===== src/rtl/mem_bus_arbiter_pkg.sv =====
// Shared types for the processor-side tagged memory bus initiator.
// Bus command and size encodings match the existing processor definitions.
package mem_bus_arbiter_pkg;

    localparam int unsigned XLEN     = 32;
    localparam int unsigned TAG_W    = 4;
    localparam int unsigned NUM_TAGS = 16;

    typedef enum logic [1:0] {
        BUS_NONE  = 2'h0,
        BUS_LOAD  = 2'h1,
        BUS_STORE = 2'h2
    } BUS_COMMAND;

    typedef enum logic [1:0] {
        BYTE   = 2'h0,
        HALF   = 2'h1,
        WORD   = 2'h2,
        DOUBLE = 2'h3
    } MEM_SIZE;

    typedef enum logic {
        CLIENT_IF = 1'b0,
        CLIENT_D  = 1'b1
    } MEM_CLIENT;

    typedef struct packed {
        logic      valid;
        MEM_CLIENT owner;
    } MEM_TAG_ENTRY;

endpackage


===== src/rtl/mem_bus_arbiter_if.sv =====
// Client request/response and memory-bus signal bundle for mem_bus_arbiter.
// The master modport is the arbiter; slave is the surrounding fetch/LSQ/memory.
interface mem_bus_arbiter_if;
    import mem_bus_arbiter_pkg::*;

    logic              if_req_valid;
    logic [XLEN-1:0]   if_req_addr;
    logic              if_req_grant;
    logic              if_resp_valid;
    logic [63:0]       if_resp_data;

    logic              d_req_valid;
    BUS_COMMAND        d_req_cmd;
    logic [XLEN-1:0]   d_req_addr;
    logic [63:0]       d_req_data;
    MEM_SIZE           d_req_size;
    logic              d_req_grant;
    logic              d_resp_valid;
    logic [63:0]       d_resp_data;

    BUS_COMMAND        proc2mem_command;
    logic [XLEN-1:0]   proc2mem_addr;
    logic [63:0]       proc2mem_data;
    MEM_SIZE           proc2mem_size;
    logic [TAG_W-1:0]  mem2proc_response;
    logic [63:0]       mem2proc_data;
    logic [TAG_W-1:0]  mem2proc_tag;

    modport master (
        input  if_req_valid, if_req_addr,
        output if_req_grant, if_resp_valid, if_resp_data,
        input  d_req_valid, d_req_cmd, d_req_addr, d_req_data, d_req_size,
        output d_req_grant, d_resp_valid, d_resp_data,
        output proc2mem_command, proc2mem_addr, proc2mem_data, proc2mem_size,
        input  mem2proc_response, mem2proc_data, mem2proc_tag
    );

    modport slave (
        output if_req_valid, if_req_addr,
        input  if_req_grant, if_resp_valid, if_resp_data,
        output d_req_valid, d_req_cmd, d_req_addr, d_req_data, d_req_size,
        input  d_req_grant, d_resp_valid, d_resp_data,
        input  proc2mem_command, proc2mem_addr, proc2mem_data, proc2mem_size,
        output mem2proc_response, mem2proc_data, mem2proc_tag
    );

endinterface


===== src/rtl/mem_bus_arbiter_tag_table.sv =====
// In-flight load tag table: one allocate port, one free port, population
// count and sticky error on double-allocate or return to an empty tag.
module mem_tag_table
    import mem_bus_arbiter_pkg::*;
(
    input  logic             clock,
    input  logic             reset,
    input  logic             alloc_en,
    input  logic [TAG_W-1:0] alloc_tag,
    input  MEM_CLIENT        alloc_owner,
    input  logic             free_en,
    input  logic [TAG_W-1:0] free_tag,
    output logic             free_hit,
    output MEM_CLIENT        free_owner,
    output logic [TAG_W-1:0] count,
    output logic             error
);

    MEM_TAG_ENTRY     entry_q [NUM_TAGS];
    MEM_TAG_ENTRY     entry_d [NUM_TAGS];
    logic [TAG_W-1:0] count_q, count_d;
    logic             error_q, error_d;

    // Free is applied before allocate so a same-tag return/grant pair leaves
    // the entry owned by the new client with the count unchanged.
    always_comb begin
        entry_d    = entry_q;
        count_d    = count_q;
        error_d    = error_q;
        free_hit   = 1'b0;
        free_owner = CLIENT_IF;
        if (free_en) begin
            if (entry_q[free_tag].valid) begin
                free_hit          = 1'b1;
                free_owner        = entry_q[free_tag].owner;
                entry_d[free_tag] = '0;
                count_d           = count_d - 1'b1;
            end else begin
                error_d = 1'b1;
            end
        end
        if (alloc_en) begin
            if (entry_d[alloc_tag].valid) begin
                error_d = 1'b1;
            end else begin
                count_d = count_d + 1'b1;
            end
            entry_d[alloc_tag].valid = 1'b1;
            entry_d[alloc_tag].owner = alloc_owner;
        end
    end

    always_ff @(posedge clock or negedge reset) begin
        if (!reset) begin
            for (int unsigned i = 0; i < NUM_TAGS; i++) begin
                entry_q[i] <= '0;
            end
            count_q <= '0;
            error_q <= 1'b0;
        end else begin
            entry_q <= entry_d;
            count_q <= count_d;
            error_q <= error_d;
        end
    end

    assign count = count_q;
    assign error = error_q;

endmodule


===== src/rtl/mem_bus_arbiter.sv =====
// Arbitrates fetch and data clients onto the tagged memory bus and routes
// each tagged return back to the client that issued the load.
module mem_bus_arbiter
    import mem_bus_arbiter_pkg::*;
#(
    parameter int unsigned MAX_OUTSTANDING = 15,
    parameter int unsigned STARVE_LIMIT    = 4
) (
    input  logic              clock,
    input  logic              reset,
    mem_bus_arbiter_if.master bus,
    output logic [TAG_W-1:0]  outstanding_cnt,
    output logic              tag_error
);

    localparam int unsigned STARVE_W = $clog2(STARVE_LIMIT + 1);

    logic [STARVE_W-1:0] starve_q, starve_d;
    logic                if_resp_valid_q, if_resp_valid_d;
    logic                d_resp_valid_q, d_resp_valid_d;
    logic [63:0]         resp_data_q, resp_data_d;

    logic      table_full, d_is_load, d_cand, if_cand, if_win, d_win, accepted;
    logic      if_grant, d_grant, alloc_en, free_en, free_hit;
    MEM_CLIENT alloc_owner, free_owner;

    // Everything combinational is gated by reset so the bus idles while it is held.
    always_comb begin
        table_full = (outstanding_cnt == TAG_W'(MAX_OUTSTANDING));
        d_is_load  = (bus.d_req_cmd == BUS_LOAD);
        d_cand     = reset && bus.d_req_valid && (bus.d_req_cmd != BUS_NONE)
                     && !(d_is_load && table_full);
        if_cand    = reset && bus.if_req_valid && !table_full;
        if_win     = if_cand && ((starve_q == STARVE_W'(STARVE_LIMIT)) || !d_cand);
        d_win      = d_cand && !if_win;
        accepted   = (bus.mem2proc_response != '0);

        bus.proc2mem_command = BUS_NONE;
        bus.proc2mem_addr    = '0;
        bus.proc2mem_data    = '0;
        bus.proc2mem_size    = BYTE;
        if (if_win) begin
            bus.proc2mem_command = BUS_LOAD;
            bus.proc2mem_addr    = bus.if_req_addr;
            bus.proc2mem_size    = DOUBLE;
        end else if (d_win) begin
            bus.proc2mem_command = bus.d_req_cmd;
            bus.proc2mem_addr    = bus.d_req_addr;
            bus.proc2mem_data    = bus.d_req_data;
            bus.proc2mem_size    = bus.d_req_size;
        end

        if_grant    = if_win && accepted;
        d_grant     = d_win && accepted;
        alloc_en    = if_grant || (d_grant && d_is_load);
        alloc_owner = if_grant ? CLIENT_IF : CLIENT_D;
        free_en     = reset && (bus.mem2proc_tag != '0);

        starve_d = starve_q;
        if (if_grant) begin
            starve_d = '0;
        end else if (bus.if_req_valid && (starve_q != STARVE_W'(STARVE_LIMIT))) begin
            starve_d = starve_q + 1'b1;
        end

        if_resp_valid_d = free_hit && (free_owner == CLIENT_IF);
        d_resp_valid_d  = free_hit && (free_owner == CLIENT_D);
        resp_data_d     = free_hit ? bus.mem2proc_data : resp_data_q;
    end

    mem_tag_table u_tag_table (
        .clock       (clock),
        .reset       (reset),
        .alloc_en    (alloc_en),
        .alloc_tag   (bus.mem2proc_response),
        .alloc_owner (alloc_owner),
        .free_en     (free_en),
        .free_tag    (bus.mem2proc_tag),
        .free_hit    (free_hit),
        .free_owner  (free_owner),
        .count       (outstanding_cnt),
        .error       (tag_error)
    );

    always_ff @(posedge clock or negedge reset) begin
        if (!reset) begin
            starve_q        <= '0;
            if_resp_valid_q <= 1'b0;
            d_resp_valid_q  <= 1'b0;
            resp_data_q     <= '0;
        end else begin
            starve_q        <= starve_d;
            if_resp_valid_q <= if_resp_valid_d;
            d_resp_valid_q  <= d_resp_valid_d;
            resp_data_q     <= resp_data_d;
        end
    end

    assign bus.if_req_grant  = if_grant;
    assign bus.d_req_grant   = d_grant;
    assign bus.if_resp_valid = if_resp_valid_q;
    assign bus.d_resp_valid  = d_resp_valid_q;
    assign bus.if_resp_data  = if_resp_valid_q ? resp_data_q : '0;
    assign bus.d_resp_data   = d_resp_valid_q ? resp_data_q : '0;

endmodule


===== src/flat_wrapper.sv =====
// flat-port wrapper written by rule: the top's interface ports become plain ports
module mem_bus_arbiter_flat import mem_bus_arbiter_pkg::*;
#(
    parameter int unsigned MAX_OUTSTANDING = 15,
    parameter int unsigned STARVE_LIMIT    = 4
)
  (clock, reset, outstanding_cnt, tag_error, bus_if_req_valid, bus_if_req_addr, bus_if_req_grant, bus_if_resp_valid, bus_if_resp_data, bus_d_req_valid, bus_d_req_cmd, bus_d_req_addr, bus_d_req_data, bus_d_req_size, bus_d_req_grant, bus_d_resp_valid, bus_d_resp_data, bus_proc2mem_command, bus_proc2mem_addr, bus_proc2mem_data, bus_proc2mem_size, bus_mem2proc_response, bus_mem2proc_data, bus_mem2proc_tag);
  mem_bus_arbiter_if bus_i ();
  input  logic clock;
  input  logic reset;
  output logic [TAG_W-1:0] outstanding_cnt;
  output logic tag_error;
  input wire logic [$bits(bus_i.if_req_valid)-1:0] bus_if_req_valid;
  input wire logic [$bits(bus_i.if_req_addr)-1:0] bus_if_req_addr;
  output wire logic [$bits(bus_i.if_req_grant)-1:0] bus_if_req_grant;
  output wire logic [$bits(bus_i.if_resp_valid)-1:0] bus_if_resp_valid;
  output wire logic [$bits(bus_i.if_resp_data)-1:0] bus_if_resp_data;
  input wire logic [$bits(bus_i.d_req_valid)-1:0] bus_d_req_valid;
  input wire logic [$bits(bus_i.d_req_cmd)-1:0] bus_d_req_cmd;
  input wire logic [$bits(bus_i.d_req_addr)-1:0] bus_d_req_addr;
  input wire logic [$bits(bus_i.d_req_data)-1:0] bus_d_req_data;
  input wire logic [$bits(bus_i.d_req_size)-1:0] bus_d_req_size;
  output wire logic [$bits(bus_i.d_req_grant)-1:0] bus_d_req_grant;
  output wire logic [$bits(bus_i.d_resp_valid)-1:0] bus_d_resp_valid;
  output wire logic [$bits(bus_i.d_resp_data)-1:0] bus_d_resp_data;
  output wire logic [$bits(bus_i.proc2mem_command)-1:0] bus_proc2mem_command;
  output wire logic [$bits(bus_i.proc2mem_addr)-1:0] bus_proc2mem_addr;
  output wire logic [$bits(bus_i.proc2mem_data)-1:0] bus_proc2mem_data;
  output wire logic [$bits(bus_i.proc2mem_size)-1:0] bus_proc2mem_size;
  input wire logic [$bits(bus_i.mem2proc_response)-1:0] bus_mem2proc_response;
  input wire logic [$bits(bus_i.mem2proc_data)-1:0] bus_mem2proc_data;
  input wire logic [$bits(bus_i.mem2proc_tag)-1:0] bus_mem2proc_tag;
  assign bus_i.if_req_valid = bus_if_req_valid;
  assign bus_i.if_req_addr = bus_if_req_addr;
  assign bus_if_req_grant = bus_i.if_req_grant;
  assign bus_if_resp_valid = bus_i.if_resp_valid;
  assign bus_if_resp_data = bus_i.if_resp_data;
  assign bus_i.d_req_valid = bus_d_req_valid;
  assign bus_i.d_req_cmd = bus_d_req_cmd;
  assign bus_i.d_req_addr = bus_d_req_addr;
  assign bus_i.d_req_data = bus_d_req_data;
  assign bus_i.d_req_size = bus_d_req_size;
  assign bus_d_req_grant = bus_i.d_req_grant;
  assign bus_d_resp_valid = bus_i.d_resp_valid;
  assign bus_d_resp_data = bus_i.d_resp_data;
  assign bus_proc2mem_command = bus_i.proc2mem_command;
  assign bus_proc2mem_addr = bus_i.proc2mem_addr;
  assign bus_proc2mem_data = bus_i.proc2mem_data;
  assign bus_proc2mem_size = bus_i.proc2mem_size;
  assign bus_i.mem2proc_response = bus_mem2proc_response;
  assign bus_i.mem2proc_data = bus_mem2proc_data;
  assign bus_i.mem2proc_tag = bus_mem2proc_tag;
  mem_bus_arbiter #(.MAX_OUTSTANDING(MAX_OUTSTANDING), .STARVE_LIMIT(STARVE_LIMIT)) u_core (.clock(clock), .reset(reset), .bus(bus_i), .outstanding_cnt(outstanding_cnt), .tag_error(tag_error));
endmodule

===== config.mk =====
export PLATFORM = sky130hd
export DESIGN_NAME = mem_bus_arbiter_flat
export DESIGN_NICKNAME = d
export VERILOG_FILES = /design/src/rtl/mem_bus_arbiter_pkg.sv /design/src/rtl/mem_bus_arbiter_if.sv /design/src/rtl/mem_bus_arbiter_tag_table.sv /design/src/rtl/mem_bus_arbiter.sv /design/src/flat_wrapper.sv
export SDC_FILE = /design/constraint.sdc
export NUM_CORES = 1
export LEC_CHECK = 0
export ABC_AREA = 0
export CAP_MARGIN = 20
export CORE_AREA = 2 2 171 173
export CTS_CLUSTER_SIZE = 14
export DETAILED_ROUTE_END_ITERATION = 8
export DIE_AREA = 0 0 173 175
export DONT_BUFFER_PORTS = 1
export GPL_TIMING_DRIVEN = 0
export SLEW_MARGIN = 20
export SYNTH_ARGS = -nofsm -noshare
export SYNTH_HDL_FRONTEND = slang
export SYNTH_HIERARCHICAL = 1
export SYNTH_SLANG_ARGS = --single-unit

===== constraint.sdc =====
create_clock -name clock -period 5.5 [get_ports clock]
set_input_delay 0.275 -clock clock [delete_from_list [all_inputs] [get_ports clock]]
set_output_delay 0.275 -clock clock [all_outputs]
set_load 0.1 [all_outputs]

==> out/results.tsv, run 1 <==
stage	metric	value	unit
cells_and_area	Total Nets Final	1053	
global_routing	largest net degree at the start of global routing	107	
timing	Worst-Margin Slew	1.13	ns
global_routing	initial antenna violation count	5	
routing	vias	6576	
placement	gp weighted congestion	0.947	
routing	DRC Markers	0	
timing	post-route minimum period	4.16	ns
worst_setup_path	kind of critical path	reg -> reg	
power	Seq pwr share	34.5	%
power	overall power	4.56	mW
logic_synthesis	mux cell area share after synthesis	15.5	%
worst_hold_path	hold path cells	1	
worst_setup_path	Crit path arrival time	4.40	ns
floorplanning	die height	175	um
global_routing	vias in the first global route	6374	
floorplanning	initial core utilization	26.0	%
logic_synthesis	async set-reset flop share out of synthesis	100	%
placement	hpwl dp	25600	um
cts	CTS buffer count	9	
routing	Detail Route Antenna Nets	0	
logic_synthesis	XOR/XNOR share of the synthesized area	1.17	%
timing	Setup-failing EPs final	0	
logic_synthesis	Post-Synth Adder-Cell Area	0.678	%
worst_setup_path	CP startpoint kind	register	
logic_synthesis	number of synthesized flops with an enable pin	0	
logic_synthesis	synthesized area	7380	um2
cells_and_area	layout cells sized above 1	35.7	%
run	Max Cap Viol	0	
cts	Post-CTS Setup Inserts	0	
worst_setup_path	WP data required	5.74	ns
timing	Final Hold Vio Count	0	
worst_setup_path	nature of the critical path endpoint	register	
power	internal power	2.13	mW
logic_synthesis	Post-synth top flop	dfrtp_1	
worst_setup_path	reg2reg setup slack	1.34	ns
cts	# clock sinks	106	
logic_synthesis	cell count after synthesis	771	
routing	DR iter-0 viols	561	
worst_hold_path	hold endpoint	u_core/resp_data_q[59]	
routing	final wirelength	31400	um
power	Sw Ratio	53.4	%
worst_hold_path	hold_sp	bus_mem2proc_data[59]	
global_routing	GR Util All Layers	20.0	%
cts	Clock transition at path regs	0.08	ns
logic_synthesis	syn nets	983	
routing	First-pass DRT Iterations	5	
cts	CTS root buf	clkbuf_16	
floorplanning	chip width	173	um
floorplanning	core area	28400	um2
timing	final worst-path setup slack	1.34	ns
cts	H-tree levels	3	
cts	Max Root-Sink Buffers	2	
power	pwr/cell area	430	nW/um2
timing	Slew Limit Headroom	24.5	%
cts	Clk Latency, worst-skew pair	0.36	ns
worst_setup_path	worst r2r src	u_core/u_tag_table/count[0]	
timing	clk_skew	0.0204	ns
floorplanning	Die Area	30300	um2
timing	Final Cycle Share	75.7	%
logic_synthesis	simple logic cell fraction of the synthesized area	26.3	%
logic_synthesis	number of synthesized register bits	106	
logic_synthesis	Seq/Total Area, Yosys	35.9	%
worst_setup_path	cells on worst reg2reg path	10	
floorplanning	IO Pins	445	
logic_synthesis	synth warn	6	
power	proportion of power drawn by combinational gates	51.4	%
timing	Fmax	240	MHz
placement	post-placement setup slack	1.44	ns
cts	post-CTS resize count	0	
worst_setup_path	r2r endpoint	u_core/u_tag_table/count[1]	
power	P_leak	4.22	nW
placement	PortBufs	0	
timing	Max Slew Vio Count	0	
global_routing	total gr overflow	0	
run_status	status	finished, final reports clean	
logic_synthesis	syn avg cell area	9.58	um2
cts	# hold bufs at CTS	2	
power	VDD IR max	0.457	mV
logic_synthesis	Compound-Gate Fraction of Synth Area	12.0	%
global_routing	first-pass GRT wire length	44900	um
timing	unrepaired setup endpoints after global routing	false	
logic_synthesis	main combinational cell family by area after synthesis	simple AND/OR/NAND/NOR gates	
power	switching power	2.43	mW
routing	WL per Instance	25.5	um
floorplanning	row cnt	62	
worst_hold_path	Hold Path Class	in -> reg	
cells_and_area	Syn-to-layout area delta	43.5	%
routing	Via density	5.33	
power	Clock Power Share	14.1	%
cts	CTS tree	done	
logic_synthesis	synth unique cells	61	
worst_setup_path	crit-path max FO	10	
## through the flow
| step | hold WS [ns] | area, um2 | utilization [%] | instances | TNS [ns] |
|---|---|---|---|---|---|
| 3_3_place_gp | -0.0152 | 7870 | 27.7 | 1155 | -0.00331 |
| 4_1_cts | 0.0363 | 10600 | 37.3 | 1230 | 0 |
| 3_5_place_dp | -0.0137 | 10300 | 36.1 | 1212 | 0 |
| 6_report | 0.0639 | 10600 | 37.3 | 1233 | 0 |
| 2_1_floorplan | -0.0206 | 7380 | - | 771 | 0 |
| 5_1_grt | 0.0334 | 10600 | 37.3 | 1233 | 0 |
## registers in the layout, summed over array words and instances, names as in the netlist
| name | count |
|---|---|
| u_core/u_tag_table/error | 1 |
| u_core/u_tag_table/count | 4 |
| u_core/bus.d_resp_valid | 1 |
| u_core/u_tag_table/entry_q | 32 |
| u_core/bus.if_resp_valid | 1 |
| u_core/resp_data_q | 64 |
| u_core/starve_q | 3 |
## worst max path at each step
stage	startpoint	to	slack [ns]	cells after the start
after floorplan	u_core/u_tag_table/count[2]	bus_proc2mem_addr[0]	1.06	5
after global placement	u_core/u_tag_table/count[2]	bus_proc2mem_data[9]	-0.003	5
after detailed placement	u_core/u_tag_table/count[0]	u_core/u_tag_table/count[1]	1.44	10
after CTS	u_core/u_tag_table/count[0]	u_core/u_tag_table/count[1]	1.43	10
after global routing	u_core/u_tag_table/count[0]	u_core/u_tag_table/count[1]	1.23	10
final	u_core/u_tag_table/count[0]	u_core/u_tag_table/count[1]	1.34	10
## layout by cell type (no fill, tap or decap), drive strengths merged, types with 2 or more instances in the layout
| master | n |
|---|---|
| nor4 | 2 |
| clkbuf | 41 |
| diode | 3 |
| inv | 81 |
| buf | 87 |
| nand2b | 5 |
| ha | 4 |
| o211ai | 8 |
| o2111ai | 7 |
| clkinv | 4 |
| o32ai | 33 |
| nor2 | 22 |
| a21oi | 6 |
| xnor2 | 8 |
| and2 | 136 |
| nand3 | 11 |
| o31ai | 5 |
| nor3 | 4 |
| a21o | 10 |
| nand2 | 37 |
| nand4 | 6 |
| o311a | 2 |
| a22o | 3 |
| o21ai | 22 |
| or2 | 2 |
| nor2b | 10 |
| dfrtp | 106 |
| mux2i | 9 |
| a211oi | 2 |
| nor3b | 65 |
| nand3b | 4 |
| o221ai | 3 |
| mux2 | 73 |
| mux4 | 10 |
## power by group through the flow
stage	Clock (mW)	Sequential, mW	Combinational, mW
3_3_place_gp	0	1.57	2.06
5_1_grt	0.708	1.62	2.45
6_report	0.642	1.58	2.34
3_5_place_dp	0	1.58	2.33
2_1_floorplan	0	1.44	1.89
4_1_cts	0.680	1.57	2.35
## synth_stat cells (all sizes together), types with 5 or more instances
cell | number | share of area, %
a21o | 10 | 1.0
a21oi | 6 | 0.56
and2 | 136 | 12
buf | 29 | 2.9
clkbuf | 32 | 1.6
dfrtp | 106 | 36
inv | 78 | 4.0
mux2 | 73 | 11
mux2i | 9 | 1.2
mux4 | 10 | 3.0
nand2 | 37 | 1.9
nand2b | 5 | 0.42
nand3 | 11 | 0.75
nand4 | 6 | 0.71
nor2 | 22 | 1.1
nor2b | 10 | 0.85
nor3b | 65 | 7.1
o2111ai | 7 | 0.91
o211ai | 8 | 0.88
o21ai | 22 | 1.5
o31ai | 5 | 0.51
o32ai | 33 | 3.9
xnor2 | 8 | 1.1
## cell families after synthesis
group	count (synthesis)
compound gates	111
fa+ha+maj	4
simple gates	310
flops	106
buf+inv	139
mux	92
xor+xnor	9
## critical path, stage by stage (launching register included)
cell and delay (ns):
dfrtp_1 1.06, nand4_4 0.39, a31o_1 0.35, buf_6 0.14, buf_6 0.18, buf_6 0.20
o22ai_1 0.69, inv_1 0.18, nor4_4 0.40, nand2_2 0.13, mux2_4 0.31
## per-layer routing
metal / share of wire [%] / wire [um] / track usage (%)
met5: 0.67 / 209 / 4.49
met4: 2.5 / 786 / 5.40
met3: 11 / 3490 / 9.12
met2: 45 / 14200 / 30.5
met1: 41 / 12800 / 25.2
## area by class of cell
type	instances	area, um2
Fill cell	2705	17800
Multi-Input combinational cell	526	5080
Sequential cell	106	2650
Timing Repair Buffer	59	1460
Tap cell	384	480
Buffer	61	334
Inverter	78	293
Clock buffer	9	225
Clock inverter	7	70.1
Antenna cell	3	7.51
No activity file was read; power rests on OpenSTA's default activity.
==> run 2, diff against run 1 <==
==> constraint.sdc (replaced) <==
create_clock -name clock -period 4.3 [get_ports clock]
set_input_delay 0.215 -clock clock [delete_from_list [all_inputs] [get_ports clock]]
set_output_delay 0.215 -clock clock [all_outputs]
set_load 0.1 [all_outputs]
==> out/results.tsv, run 2 (synthesis results as in run 1) <==
stage	metric	value	unit
run_status	status	finished, final reports clean	
global_routing	GR Util All Layers	18.7	%
power	pwr/cell area	570	nW/um2
routing	DR iter-0 viols	428	
routing	DRC Markers	0	
cts	Max Root-Sink Buffers	2	
global_routing	largest net degree at the start of global routing	107	
worst_setup_path	kind of critical path	reg -> reg	
cells_and_area	commonest non-fill, non-tap cells in the layout	and2_1 (136), dfrtp_1 (104), inv_1 (78)	
floorplanning	Die Area	30300	um2
global_routing	total gr overflow	0	
worst_setup_path	Crit path arrival time	4.22	ns
worst_setup_path	WP data required	4.54	ns
placement	PortBufs	0	
floorplanning	initial core utilization	26.0	%
cells_and_area	most common cell after layout, fill and taps aside	and2_1	
routing	final wirelength	29200	um
placement	gp weighted congestion	0.960	
floorplanning	chip width	173	um
floorplanning	die height	175	um
floorplanning	core area	28400	um2
routing	Via density	5.23	
global_routing	initial antenna violation count	3	
global_routing	first-pass GRT wire length	43000	um
cells_and_area	Total Nets Final	1046	
routing	vias	6402	
cts	CTS root buf	clkbuf_16	
timing	Sum Neg Setup Slack	0	ns
cells_and_area	fillcell total	2775	
timing	Final Cycle Share	92.6	%
worst_hold_path	Hold Path Class	in -> reg	
power	VDD IR max	0.198	mV
run	Max Cap Viol	0	
placement	hpwl dp	23800	um
global_routing	vias in the first global route	6136	
routing	First-pass DRT Iterations	5	
cells_and_area	layout cells sized above 1	31.5	%
timing	Final Hold Vio Count	0	
floorplanning	IO Pins	445	
cells_and_area	Largest register FFs	64	
timing	Worst-Margin Slew	1.16	ns
worst_setup_path	CP startpoint kind	register	
cts	CTS tree	done	
timing	Setup-failing EPs final	0	
timing	Fmax	251	MHz
cts	Clock transition at path regs	0.08	ns
cells_and_area	Top reg by flops	u_core/resp_data_q	
cells_and_area	final core occ	35.9	%
power	P_leak	4.02	nW
routing	Detail Route Antenna Nets	0	
worst_setup_path	crit-path max FO	10	
worst_setup_path	nature of the critical path endpoint	register	
timing	clk_skew	0.0155	ns
floorplanning	row cnt	62	
timing	Max Slew Vio Count	0	
routing	WL per Instance	23.9	um
timing	post-route minimum period	3.98	ns
cts	Clk Latency, worst-skew pair	0.35	ns
cells_and_area	Syn-to-layout area delta	38.0	%
timing	unrepaired setup endpoints after global routing	false	
timing	Slew Limit Headroom	22.9	%
cts	# clock sinks	106	
cts	CTS buffer count	9	
cts	H-tree levels	3	
-- run 2: cell count changes in the layout (fill, tap and decap cells not counted), moves of 2 or more --
| cell | change |
|---|---|
| buf_8 | -7 |
| nor3b_2 | -40 |
| dlygate4sd3_1 | +30 |
| nor3b_4 | +40 |
| buf_16 | -31 |
| diode_2 | -2 |
-- run 2: metrics by stage --
stage | hold slack [ns] | worst slack, ns | std cells | area [um2] | total power, mW
floorplan | -0.0806 | -0.0784 | 771 | 7600 | 4.28
global placement | -0.0780 | -0.868 | 1155 | 8080 | 4.67
detailed placement | -0.0777 | 0.257 | 1174 | 9520 | 4.94
CTS | 0.000238 | 0.245 | 1216 | 10100 | 5.84
global route | 0.000631 | 0.113 | 1223 | 10200 | 6.08
finish | 0.0169 | 0.318 | 1224 | 10200 | 5.80
-- run 2: routing by layer --
metal  up-vias  wire length, um  track usage (%)
li1       2815                -                -
met1      3316            13000             25.9
met2       247            13800             29.4
met3        22             2160             5.09
met4         2              280             3.11
met5         -               12                0
-- run 2: layout make-up --
| type | instances | area [um2] | area share [%] |
|---|---|---|---|
| multi-input combinational | 526 | 5320 | 52.2 |
| inverter | 78 | 293 | 2.87 |
| buffer | 61 | 333 | 3.27 |
| timing repair buffer | 52 | 810 | 7.94 |
| tap | 384 | 480 | 4.72 |
| sequential | 106 | 2660 | 26.1 |
| clock inverter | 6 | 56.3 | 0.553 |
| clock buffer | 10 | 239 | 2.35 |
| antenna | 1 | 2.50 | 0.0246 |
-- run 2: where the power goes --
| part | internal, mW | switching [mW] |
|---|---|---|
| logic | 0.824 | 2.12 |
| clock network | 0.422 | 0.403 |
| registers | 1.44 | 0.589 |
-- run 2: worst max-delay path, stage by stage (launching register included) --
cell     delay, ns
dfrtp_1       1.06
nand4_4       0.38
a31o_1        0.34
buf_6         0.15
buf_6         0.18
buf_6         0.19
o22ai_1       0.59
inv_1         0.17
nor4_4        0.37
nand2_2       0.12
mux2_4        0.31
-- run 2: what timing repair did --
action | 4_1_cts | 5_1_grt
hold buffers | 26 | 6
gates resized for setup | 0 | 0
hold endpoints to repair | 130 | 6
buffers inserted | 0 | 0
-- run 2: path summary, 6_finish.rpt --
kind	from	endpoint	slack (ns)	cells after the start
max reg2reg	u_core/u_tag_table/count[3]	u_core/u_tag_table/count[1]	0.32	10
max	u_core/u_tag_table/count[3]	u_core/u_tag_table/count[1]	0.32	10
min in group asynchronous	reset	u_core/resp_data_q[36]	0.48	2
max in group asynchronous	reset	u_core/resp_data_q[15]	3.40	2
min	bus_mem2proc_data[61]	u_core/resp_data_q[61]	0.02	1
min reg2reg	u_core/resp_data_q[11]	u_core/resp_data_q[11]	0.52	1
